<file path="config.mk">
export PLATFORM = sky130hd
export DESIGN_NAME = decoders_seq
export DESIGN_NICKNAME = d
export VERILOG_FILES = /design/src/rtl/decoders_pkg.sv /design/src/rtl/hold_timer.sv /design/src/rtl/decoders_seq.sv
export SDC_FILE = /design/constraint.sdc
export NUM_CORES = 1
export LEC_CHECK = 0
export ABC_CLOCK_PERIOD_IN_PS = 2860
export CORE_MARGIN = 8
export CORE_UTILIZATION = 35
export CTS_BUF_LIST = sky130_fd_sc_hd__clkbuf_8
export DETAILED_ROUTE_END_ITERATION = 7
export PLACE_DENSITY_LB_ADDON = 0.15
export SETUP_SLACK_MARGIN = 0.5
export SLEW_MARGIN = 10
export SYNTH_ARGS = -nofsm -noshare
export SYNTH_HDL_FRONTEND = slang
export SYNTH_SLANG_ARGS = --single-unit
</file>
<file path="constraint.sdc">
create_clock -name clk -period 2.86 [get_ports clk]
set_clock_uncertainty 0.1 [all_clocks]
set_input_delay 0.572 -clock clk [delete_from_list [all_inputs] [get_ports clk]]
set_output_delay 0.572 -clock clk [all_outputs]
set_load 0.02 [all_outputs]
</file>
<file path="src/rtl/decoders_pkg.sv">
// Shared types and helpers for the registered 3-to-8 decoder.
package decoders_pkg;

    localparam int unsigned CODE_W = 3;
    localparam int unsigned OUT_W  = 8;
    localparam int unsigned HCNT_W = 16;

    typedef enum logic {DEC_IDLE, DEC_HOLD} dec_state_t;

    // One-hot expansion of a 3-bit code.
    function automatic logic [OUT_W-1:0] onehot8(input logic [CODE_W-1:0] code);
        logic [OUT_W-1:0] one;
        one    = '0;
        one[0] = 1'b1;
        return one << code;
    endfunction

endpackage

</file>
<file path="src/rtl/hold_timer.sv">
// Loadable down-counter that stops at zero and flags when it is there.
module hold_timer #(
    parameter int unsigned W = 16
) (
    input  logic         clk,
    input  logic         rst,
    input  logic         clear,
    input  logic         load,
    input  logic [W-1:0] load_val,
    input  logic         dec,
    output logic         zero
);

    logic [W-1:0] cnt_q;

    // Count register: clear beats load beats decrement.
    always_ff @(posedge clk or posedge rst) begin
        if (rst) begin
            cnt_q <= '0;
        end else if (clear) begin
            cnt_q <= '0;
        end else if (load) begin
            cnt_q <= load_val;
        end else if (dec && (cnt_q != '0)) begin
            cnt_q <= cnt_q - W'(1);
        end
    end

    assign zero = (cnt_q == '0);

endmodule

</file>
<file path="src/rtl/decoders_seq.sv">
// Registered 3-to-8 one-hot decoder with valid/ready input and a fixed output hold time.
module decoders_seq
    import decoders_pkg::*;
#(
    parameter int unsigned HOLD_CYCLES = 4,
    parameter int unsigned CNT_W       = 8
) (
    input  logic              clk,
    input  logic              rst,
    input  logic              enable,
    input  logic              in_valid,
    output logic              in_ready,
    input  logic [CODE_W-1:0] binary_in,
    output logic [OUT_W-1:0]  decoder_out,
    output logic              out_valid,
    output logic              busy,
    output logic [CNT_W-1:0]  code_count
);

    localparam logic [HCNT_W-1:0] HoldLoad = HCNT_W'(HOLD_CYCLES - 1);

    dec_state_t       state_q, state_d;
    logic [OUT_W-1:0] out_q, out_d;
    logic [CNT_W-1:0] cnt_q;
    logic             hcnt_zero;
    logic             accept;
    logic             tmr_load, tmr_dec, tmr_clear;

    // Ready never looks at in_valid, so there is no loop through the producer.
    assign in_ready = enable && !rst && ((state_q == DEC_IDLE) || hcnt_zero);
    assign accept   = in_valid && in_ready;

    hold_timer #(
        .W (HCNT_W)
    ) u_hold_timer (
        .clk      (clk),
        .rst      (rst),
        .clear    (tmr_clear),
        .load     (tmr_load),
        .load_val (HoldLoad),
        .dec      (tmr_dec),
        .zero     (hcnt_zero)
    );

    // State register.
    always_ff @(posedge clk or posedge rst) begin
        if (rst) begin
            state_q <= DEC_IDLE;
        end else begin
            state_q <= state_d;
        end
    end

    // Next-state: leave HOLD on abort or when the final hold cycle passes without a new code.
    always_comb begin
        state_d = state_q;
        unique case (state_q)
            DEC_IDLE: if (accept) state_d = DEC_HOLD;
            DEC_HOLD: begin
                if (!enable) begin
                    state_d = DEC_IDLE;
                end else if (hcnt_zero && !accept) begin
                    state_d = DEC_IDLE;
                end
            end
            default: state_d = DEC_IDLE;
        endcase
    end

    // Output/control: timer controls and next value of the one-hot register.
    always_comb begin
        tmr_load  = accept;
        tmr_dec   = (state_q == DEC_HOLD);
        tmr_clear = (state_q == DEC_HOLD) && !enable;
        out_d     = out_q;
        if (accept) begin
            out_d = onehot8(binary_in);
        end else if ((state_q == DEC_HOLD) && (!enable || hcnt_zero)) begin
            out_d = '0;
        end
    end

    // Datapath registers: one-hot output and saturating accept counter.
    always_ff @(posedge clk or posedge rst) begin
        if (rst) begin
            out_q <= '0;
            cnt_q <= '0;
        end else begin
            out_q <= out_d;
            if (accept && (cnt_q != '1)) begin
                cnt_q <= cnt_q + CNT_W'(1);
            end
        end
    end

    assign decoder_out = out_q;
    assign out_valid   = |out_q;
    assign busy        = (state_q == DEC_HOLD);
    assign code_count  = cnt_q;

endmodule

</file>
==> results of run 1 <==
## per-layer routing
layer / part of all wire, % / global-route usage [%] / vias up / wire length [um]
met5: 0 / 0 / - / 0
met4: 0.65 / 3.32 / 0 / 31
met3: 4.6 / 4.32 / 4 / 221
met2: 51 / 23.8 / 27 / 2440
met1: 44 / 15.1 / 816 / 2110
li1: - / - / 791 / -
## logic make-up after synthesis
kind of cell | Yosys count | synth area share, %
compound gates | 46 | 19.7
xor+xnor | 9 | 4.23
fa+ha+maj | 2 | 1.34
buf+inv | 10 | 2.48
flops | 33 | 44.3
mux | 4 | 2.28
simple gates | 78 | 25.8
## worst max-delay path: cells and delay by family (launching register included)
| family | cells | cell delay (ns) |
|---|---|---|
| simple gates | 4 | 0.62 |
| flops | 1 | 0.39 |
| buf+inv | 2 | 0.21 |
| fa+ha+maj | 1 | 0.17 |
## flip-flops by register name, summed over array words and instances (netlist names)
register and flops:
u_hold_timer.cnt_q 16, code_count 8, decoder_out 8, busy 1
## synth_stat cells, types with 2 or more instances
| library cell | count | area [sq um] |
|---|---|---|
| sky130_fd_sc_hd__nand4_1 | 5 | 31.3 |
| sky130_fd_sc_hd__mux2_1 | 2 | 22.5 |
| sky130_fd_sc_hd__nor4_1 | 3 | 18.8 |
| sky130_fd_sc_hd__ha_1 | 2 | 25.0 |
| sky130_fd_sc_hd__xor2_1 | 7 | 61.3 |
| sky130_fd_sc_hd__nor4_2 | 2 | 25.0 |
| sky130_fd_sc_hd__xnor2_1 | 2 | 17.5 |
| sky130_fd_sc_hd__nor2b_1 | 3 | 18.8 |
| sky130_fd_sc_hd__nand2b_1 | 3 | 18.8 |
| sky130_fd_sc_hd__a211oi_2 | 2 | 25.0 |
| sky130_fd_sc_hd__o21ai_0 | 6 | 30.0 |
| sky130_fd_sc_hd__nand3_1 | 7 | 35.0 |
| sky130_fd_sc_hd__a21oi_1 | 8 | 40.0 |
| sky130_fd_sc_hd__nor3_1 | 5 | 25.0 |
| sky130_fd_sc_hd__o211ai_1 | 2 | 15.0 |
| sky130_fd_sc_hd__o21ai_1 | 3 | 15.0 |
| sky130_fd_sc_hd__a22o_1 | 4 | 35.0 |
| sky130_fd_sc_hd__or4_1 | 4 | 30.0 |
| sky130_fd_sc_hd__or4b_1 | 2 | 20.0 |
| sky130_fd_sc_hd__or3_1 | 3 | 18.8 |
| sky130_fd_sc_hd__nor2_1 | 11 | 41.3 |
| sky130_fd_sc_hd__a211oi_1 | 2 | 15.0 |
| sky130_fd_sc_hd__inv_1 | 6 | 22.5 |
| sky130_fd_sc_hd__mux2i_1 | 2 | 20.0 |
| sky130_fd_sc_hd__nor4_4 | 2 | 42.5 |
| sky130_fd_sc_hd__a32o_1 | 4 | 40.0 |
| sky130_fd_sc_hd__nand2_1 | 18 | 67.6 |
| sky130_fd_sc_hd__o31ai_1 | 4 | 30.0 |
| sky130_fd_sc_hd__and3_1 | 2 | 12.5 |
| sky130_fd_sc_hd__dfrtp_1 | 33 | 826 |
## power breakdown
part,total (mW),internal (mW),switching (mW),leakage [nW]
logic,1.06,0.511,0.549,0.582
clock network,0.330,0.165,0.165,0.0491
registers,0.767,0.586,0.181,0.437
total,2.16,1.26,0.895,1.07
## worst max-delay path by stage
stage / start / endpoint / slack, ns / cells past startpoint
floorplan: u_hold_timer.cnt_q[0] / in_ready / 0.53 / 7
detailed placement: u_hold_timer.cnt_q[0] / in_ready / 0.12 / 7
finish: u_hold_timer.cnt_q[0] / in_ready / 0.51 / 7
global placement: u_hold_timer.cnt_q[0] / in_ready / 0.16 / 7
CTS: u_hold_timer.cnt_q[10] / in_ready / 0.50 / 5
global route: u_hold_timer.cnt_q[0] / in_ready / 0.38 / 7
## area by class of cell
type                            count  area [sq um]  area share, %
Clock buffer                        5          68.8           2.82
Tap cell                           70          87.6           3.59
Sequential cell                    33           826           33.9
Inverter                            6          22.5          0.924
Multi-Input combinational cell    139          1030           42.4
Timing Repair Buffer               43           385           15.8
Clock inverter                      3          13.8          0.564
## cells in the final DEF, fill, tap and decap left out, types with 5 or more instances in the layout
master	Yosys	routed
sky130_fd_sc_hd__a21oi_1	8	8
sky130_fd_sc_hd__o21ai_0	6	6
sky130_fd_sc_hd__nor2_1	11	11
sky130_fd_sc_hd__buf_4	0	18
sky130_fd_sc_hd__nand4_1	5	5
sky130_fd_sc_hd__inv_1	6	7
sky130_fd_sc_hd__dfrtp_1	33	33
sky130_fd_sc_hd__xor2_1	7	7
sky130_fd_sc_hd__clkdlybuf4s50_1	0	23
sky130_fd_sc_hd__nand3_1	7	7
sky130_fd_sc_hd__clkbuf_8	0	5
sky130_fd_sc_hd__nand2_1	18	18
## what timing repair did
item | in CTS | in global routing
hold buffers | 0 | 0
endpoints found under the setup margin | 3 | 2
pin swaps | 3 | 1
gates resized for setup | 12 | 1
setup buffers | 1 | 3
## through the flow
step                hold WS (ns)  setup slack, ns  instances  area (sq um)  util, %
floorplan                  0.397            0.529        182          1880        -
global placement           0.396            0.163        287          2300     44.7
detailed placement         0.394            0.124        287          2300     44.7
CTS                        0.411            0.504        296          2410     46.9
global route               0.436            0.385        299          2440     47.4
finish                     0.410            0.513        299          2440     47.4
==> results.txt, run 1 <==
----------------------------------------------------
[Outcome]
  Outcome ... completed

[Setup path]
  Crit path capture type ... primary output
  Critical-path maximum fanout ... 3
  Critical Setup Path Class ... flop to primary output
  Worst Path Required ... between 2 and 2.5 ns
  Cells on worst reg2reg path ... 7
  Setup slack, reg-to-reg ... roughly 0.62 ns
  Reg-to-reg critical path startpoint ... u_hold_timer.cnt_q[0]
  Crit-path cells ... inv_1 > ha_2 > nor3b_4 > nand4_2 > and2_4 > nor3_4 > buf_6
  Critical Path Slowest Stage Cell ... sky130_fd_sc_hd__dfrtp_1
  End of the worst register-to-register path ... code_count[7]
  Maximum cell stage delay along the critical path ... 0.39 ns
  Data arrival time of the worst path ... 1.67 ns
  Worst Setup Start Kind ... flop

[Floorplan]
  Top-level port count ... 26
  Initial Util ... 36.3%
  Height of the die ... roughly 89 um
  Cell row count ... 26
  Die span in x ... slightly below 90 um
  Core Area ... between 5000 and 6000 sq um
  Area enclosed by the die boundary ... 7920 sq um

[Global routing]
  Initial antenna violation count ... 0
  GR Overflow Total ... 0
  Overall global routing resource usage ... a little over an eighth
  Pin count of the biggest net entering global routing ... 23
  Wire length of the first global-routing pass ... 8290 um
  Via count of the first global-routing pass ... 1,732

[Detailed routing]
  Number of vias per cell after detailed routing ... 5.48
  Count of antenna-violating nets left after detailed routing ... 0
  Pre-antenna DRT Iters ... 4
  DRC marker count from the first detailed-route iteration ... around 60
  Routed length per instance ... around 16 um
  Total length of routed wires ... 4810 um
  Number of remaining DRC errors ... 0
  Total number of vias ... 1,638

[Clock network]
  Clk sinks ... 33
  Count of H-tree levels built during CTS ... 2
  Clk pin slew, worst setup/hold paths ... 0.07 ns
  Clock tree root driver cell ... sky130_fd_sc_hd__clkbuf_8
  Insertion delay of the later-clocked pin in the worst-skew pair ... between 0.2 and 0.3 ns
  Number of clock buffers inserted by TritonCTS ... 5
  Maximum buffer depth of the clock tree ... 2
  CTS tree ... built

[STA]
  Final number of hold-violating endpoints ... 0
  Actual slew at the worst max-slew pin ... around 0.63 ns
  Final critical-path required period ... 2.35 ns
  Share of the cycle needed by the critical path after routing ... between 80 and 90%
  Max Transition Viols Final ... 0
  Total of endpoints with negative setup slack in the final report ... 0
  RSZ-0062 raised after global routing ... yes
  Fmax achieved ... 0.426 GHz
  Aggregate negative setup slack ... 0 ns
  Headroom to the max-slew limit ... between 50% and 60%

[Final layout]
  Share of final-layout standard cells stronger than drive strength 1 ... approximately a fifth
  Fill cell count ... 500
  Net count, final ... about 240
  Antenna diode count ... 0
  Layout overhead on the synthesized area ... 30.7%

[Placed design]
  Detailed placement HPWL ... about 3600 um
  Port buffer count ... 25
  Routability Congestion ... 0.833

[Synth]
  Number of synthesized flops with an enable pin ... 0
  Yosys warning count ... 0
  Sequential area share after synthesis ... ~44%
  Most instantiated flip-flop cell in the synthesis netlist ... sky130_fd_sc_hd__dfrtp_1
  Count of unique library cells instantiated by Yosys ... 53
  Share of synthesized registers carrying an async set or reset ... between 90% and 100%
  Syn Nets ... about 190
  Post-synth design cell area ... 1870 sq um
  Number of synthesized register bits ... 33
  Number of instances in the synthesized netlist ... around 180
  Average size of a mapped cell ... ~10 sq um

[Pwr]
  Peak ir drop on the vdd network ... between 0.4 and 0.5 mV
  Power density of the placed cells ... approximately 900 nW/um^2
  Power, Total ... 2.16 mW
  Leakage ... between 1 and 1.5 nW

[Min path]
  Worst hold path startpoint ... code_count[5]
  Hold crit path type ... flop to flop
  Hold Crit Endpoint ... code_count[5]
  Instance count along the most critical hold path ... 1

[Job]
  Max-cap violations ... 0

----------------------------------------------------
Note: power is estimated with default switching activity, not from simulation.
==> inputs of run 2 (changes only) <==
--- a/config.mk
+++ b/config.mk
@@ -5,7 +5,7 @@
 export SDC_FILE = /design/constraint.sdc
 export NUM_CORES = 1
 export LEC_CHECK = 0
-export ABC_CLOCK_PERIOD_IN_PS = 2860
+export ABC_CLOCK_PERIOD_IN_PS = 1980
 export CORE_MARGIN = 8
 export CORE_UTILIZATION = 35
 export CTS_BUF_LIST = sky130_fd_sc_hd__clkbuf_8
==> constraint.sdc (replaced) <==
create_clock -name clk -period 1.98 [get_ports clk]
set_clock_uncertainty 0.1 [all_clocks]
set_input_delay 0.396 -clock clk [delete_from_list [all_inputs] [get_ports clk]]
set_output_delay 0.396 -clock clk [all_outputs]
set_load 0.02 [all_outputs]
==> results.txt, run 2 (synthesized netlist as in run 1, its figures left out) <==
----------------------------------------------------
[Final layout]
  Most frequent standard cell in the layout excluding fill and tap cells ... sky130_fd_sc_hd__buf_4
  Fill cell count ... around 480
  Share of final-layout standard cells stronger than drive strength 1 ... 48.9%
  Net count, final ... ~280
  Largest Register ... u_hold_timer.cnt_q
  Post-route insts no fill ... approximately 340
  Layout overhead on the synthesized area ... 60.6%
  Storage cell area ... 828 sq um
  Number of flip-flops under the largest register name ... 16
  Final core utilization ... about three fifths
  Commonest cells after routing, fill and taps aside ... sky130_fd_sc_hd__buf_4 (48), sky130_fd_sc_hd__dfrtp_1 (31), sky130_fd_sc_hd__nand2_1 (18), sky130_fd_sc_hd__buf_6 (18), sky130_fd_sc_hd__nor2_1 (10)
  Antenna diode count ... 0
  Area occupied by multi-input gates ... around 1200 sq um

[Setup path]
  Critical Path Slowest Stage Cell ... sky130_fd_sc_hd__nor4_4
  Setup slack, reg-to-reg ... -0.26 ns
  Maximum cell stage delay along the critical path ... about 0.44 ns
  Critical Setup Path Class ... flop to flop
  Data arrival time of the worst path ... ~2.3 ns
  Crit path capture type ... flop
  Cell family with the largest share of critical-path delay ... simple AND/OR/NAND/NOR gates
  Critical-path maximum fanout ... 20
  Critical path buffer and inverter count ... 1
  Worst Setup Start Kind ... flop
  Crit-path cells ... nor4_4 > nand4_2 > buf_4 > a2111oi_2 > mux2_1
  Worst Path Required ... between 2 and 2.5 ns

[Placed design]
  Port buffer count ... 25
  Placed Cells ... between 300 and 400
  Routability Congestion ... between 0.8 and 0.9
  Detailed placement HPWL ... approximately 3900 um

[Clock network]
  Clock tree root driver cell ... sky130_fd_sc_hd__clkbuf_8
  Maximum buffer depth of the clock tree ... 2
  Clk sinks ... 33
  Clk pin slew, worst setup/hold paths ... ~0.070 ns
  Number of clock buffers inserted by TritonCTS ... 5
  CTS tree ... built
  Insertion delay of the later-clocked pin in the worst-skew pair ... ~0.28 ns
  Count of H-tree levels built during CTS ... 2

[Min path]
  Hold crit path type ... input port to async pin

[Detailed routing]
  Number of remaining DRC errors ... 0
  Total length of routed wires ... about 5700 um
  DRC marker count from the first detailed-route iteration ... ~110
  Total number of vias ... about 1,800
  Number of vias per cell after detailed routing ... about 5.3
  Pre-antenna DRT Iters ... 4
  Routed length per instance ... roughly 17 um
  Count of antenna-violating nets left after detailed routing ... 0

[STA]
  Final number of hold-violating endpoints ... 0
  Max Transition Viols Final ... 0
  Share of the cycle needed by the critical path after routing ... 113%
  Fmax achieved ... between 0.4 and 0.5 GHz
  Total of endpoints with negative setup slack in the final report ... 18
  Fin worst setup slack ... -0.261 ns
  Final critical-path required period ... roughly 2.2 ns
  RSZ-0062 raised after global routing ... yes
  Actual slew at the worst max-slew pin ... approximately 0.45 ns
  Headroom to the max-slew limit ... between 60% and 70%

[Floorplan]
  Die span in x ... between 80 and 90 um
  Top-level port count ... 26
  Area enclosed by the die boundary ... approximately 7900 sq um
  Core Area ... 5140 sq um
  Initial Util ... between 30% and 40%
  Cell row count ... 26
  Height of the die ... slightly below 90 um

[Global routing]
  Via count of the first global-routing pass ... 1,926
  Pin count of the biggest net entering global routing ... 21
  Wire length of the first global-routing pass ... just over 9000 um
  Overall global routing resource usage ... approximately 15%
  GR Overflow Total ... 0
  Initial antenna violation count ... 0

[Pwr]
  Power density of the placed cells ... between 1000 and 1500 nW/um^2
  Peak ir drop on the vdd network ... 0.692 mV
  Leakage ... 1.39 nW

[Job]
  Max-cap violations ... 0

[Outcome]
  Violated checks ... negative setup slack
  Outcome ... finished, violations left

----------------------------------------------------
## run 2: cell types whose count changed in the layout (fill, tap and decap cells not counted), moves of 3 or more
cell and change:
sky130_fd_sc_hd__clkdlybuf4s50_1 -20, sky130_fd_sc_hd__clkdlybuf4s15_2 +3, sky130_fd_sc_hd__nor3_1 -3, sky130_fd_sc_hd__or4_4 +4, sky130_fd_sc_hd__buf_4 +30, sky130_fd_sc_hd__buf_6 +17
sky130_fd_sc_hd__or4_1 -4, sky130_fd_sc_hd__a21oi_2 +6, sky130_fd_sc_hd__buf_2 +9, sky130_fd_sc_hd__a21oi_1 -6
## run 2: what timing repair did
item                       CTS  global route
setup endpoints to repair   52            47
resized for setup           94            35
hold buffers                 0             0
setup buffers               10            11
pin swaps                   19            12
gates cloned                 1             0
## run 2: routing by layer
| layer | share of wire, % | vias up | GRT usage (%) |
|---|---|---|---|
| met5 | 0 | - | 0 |
| met4 | 0.90 | 0 | 4.38 |
| met3 | 3.3 | 6 | 3.95 |
| met2 | 53 | 36 | 26.1 |
| met1 | 43 | 893 | 17.0 |
| li1 | - | 880 | - |
## run 2: path summary, 6_finish.rpt
kind	depth (start not counted)	endpoint	from
max	5	code_count[7]	u_hold_timer.cnt_q[4]
min	3	code_count[1]	rst
max reg2reg	5	code_count[7]	u_hold_timer.cnt_q[4]
min reg2reg	1	code_count[5]	code_count[5]
max in group asynchronous	3	u_hold_timer.cnt_q[12]	rst
min in group clk	1	code_count[5]	code_count[5]
## run 2: where the power goes
part           internal, mW  switching, mW  leakage, nW
Combinational          1.18           1.19        0.905
Clock                 0.238          0.243       0.0491
Sequential            0.848          0.187        0.434
Total                  2.27           1.62         1.39
## run 2: per-stage QoR
stage	power [mW]	hold WS (ns)	instance area, sq um	worst slack, ns	TNS [ns]
2_1_floorplan	2.19	0.416	1960	-0.0518	-0.0609
3_3_place_gp	2.87	0.391	2590	-0.401	-2.59
3_5_place_dp	2.92	0.394	2590	-0.422	-2.85
4_1_cts	3.65	0.266	2880	-0.188	-0.414
5_1_grt	4.10	0.272	3000	-0.339	-2.92
6_report	3.88	0.261	3000	-0.261	-1.61
## run 2: worst register-to-register path, delay by kind of cell, from the launching register on
family                 cells  cell delay, ns
AND/OR/NAND/NOR            2            0.61
flip-flops                 1            0.42
AO/OA/AOI/OAI              1            0.39
multiplexers               1            0.35
buffers and inverters      1            0.26
## run 2: layout make-up
type                    instances  area share (%)
multi-input cells             139            40.2
well taps                      70            2.92
repair buffers                 88            25.7
flip-flops and latches         33            27.6
clock inverters                 3           0.459
clock buffers                   5            2.30
inverters                       6           0.752
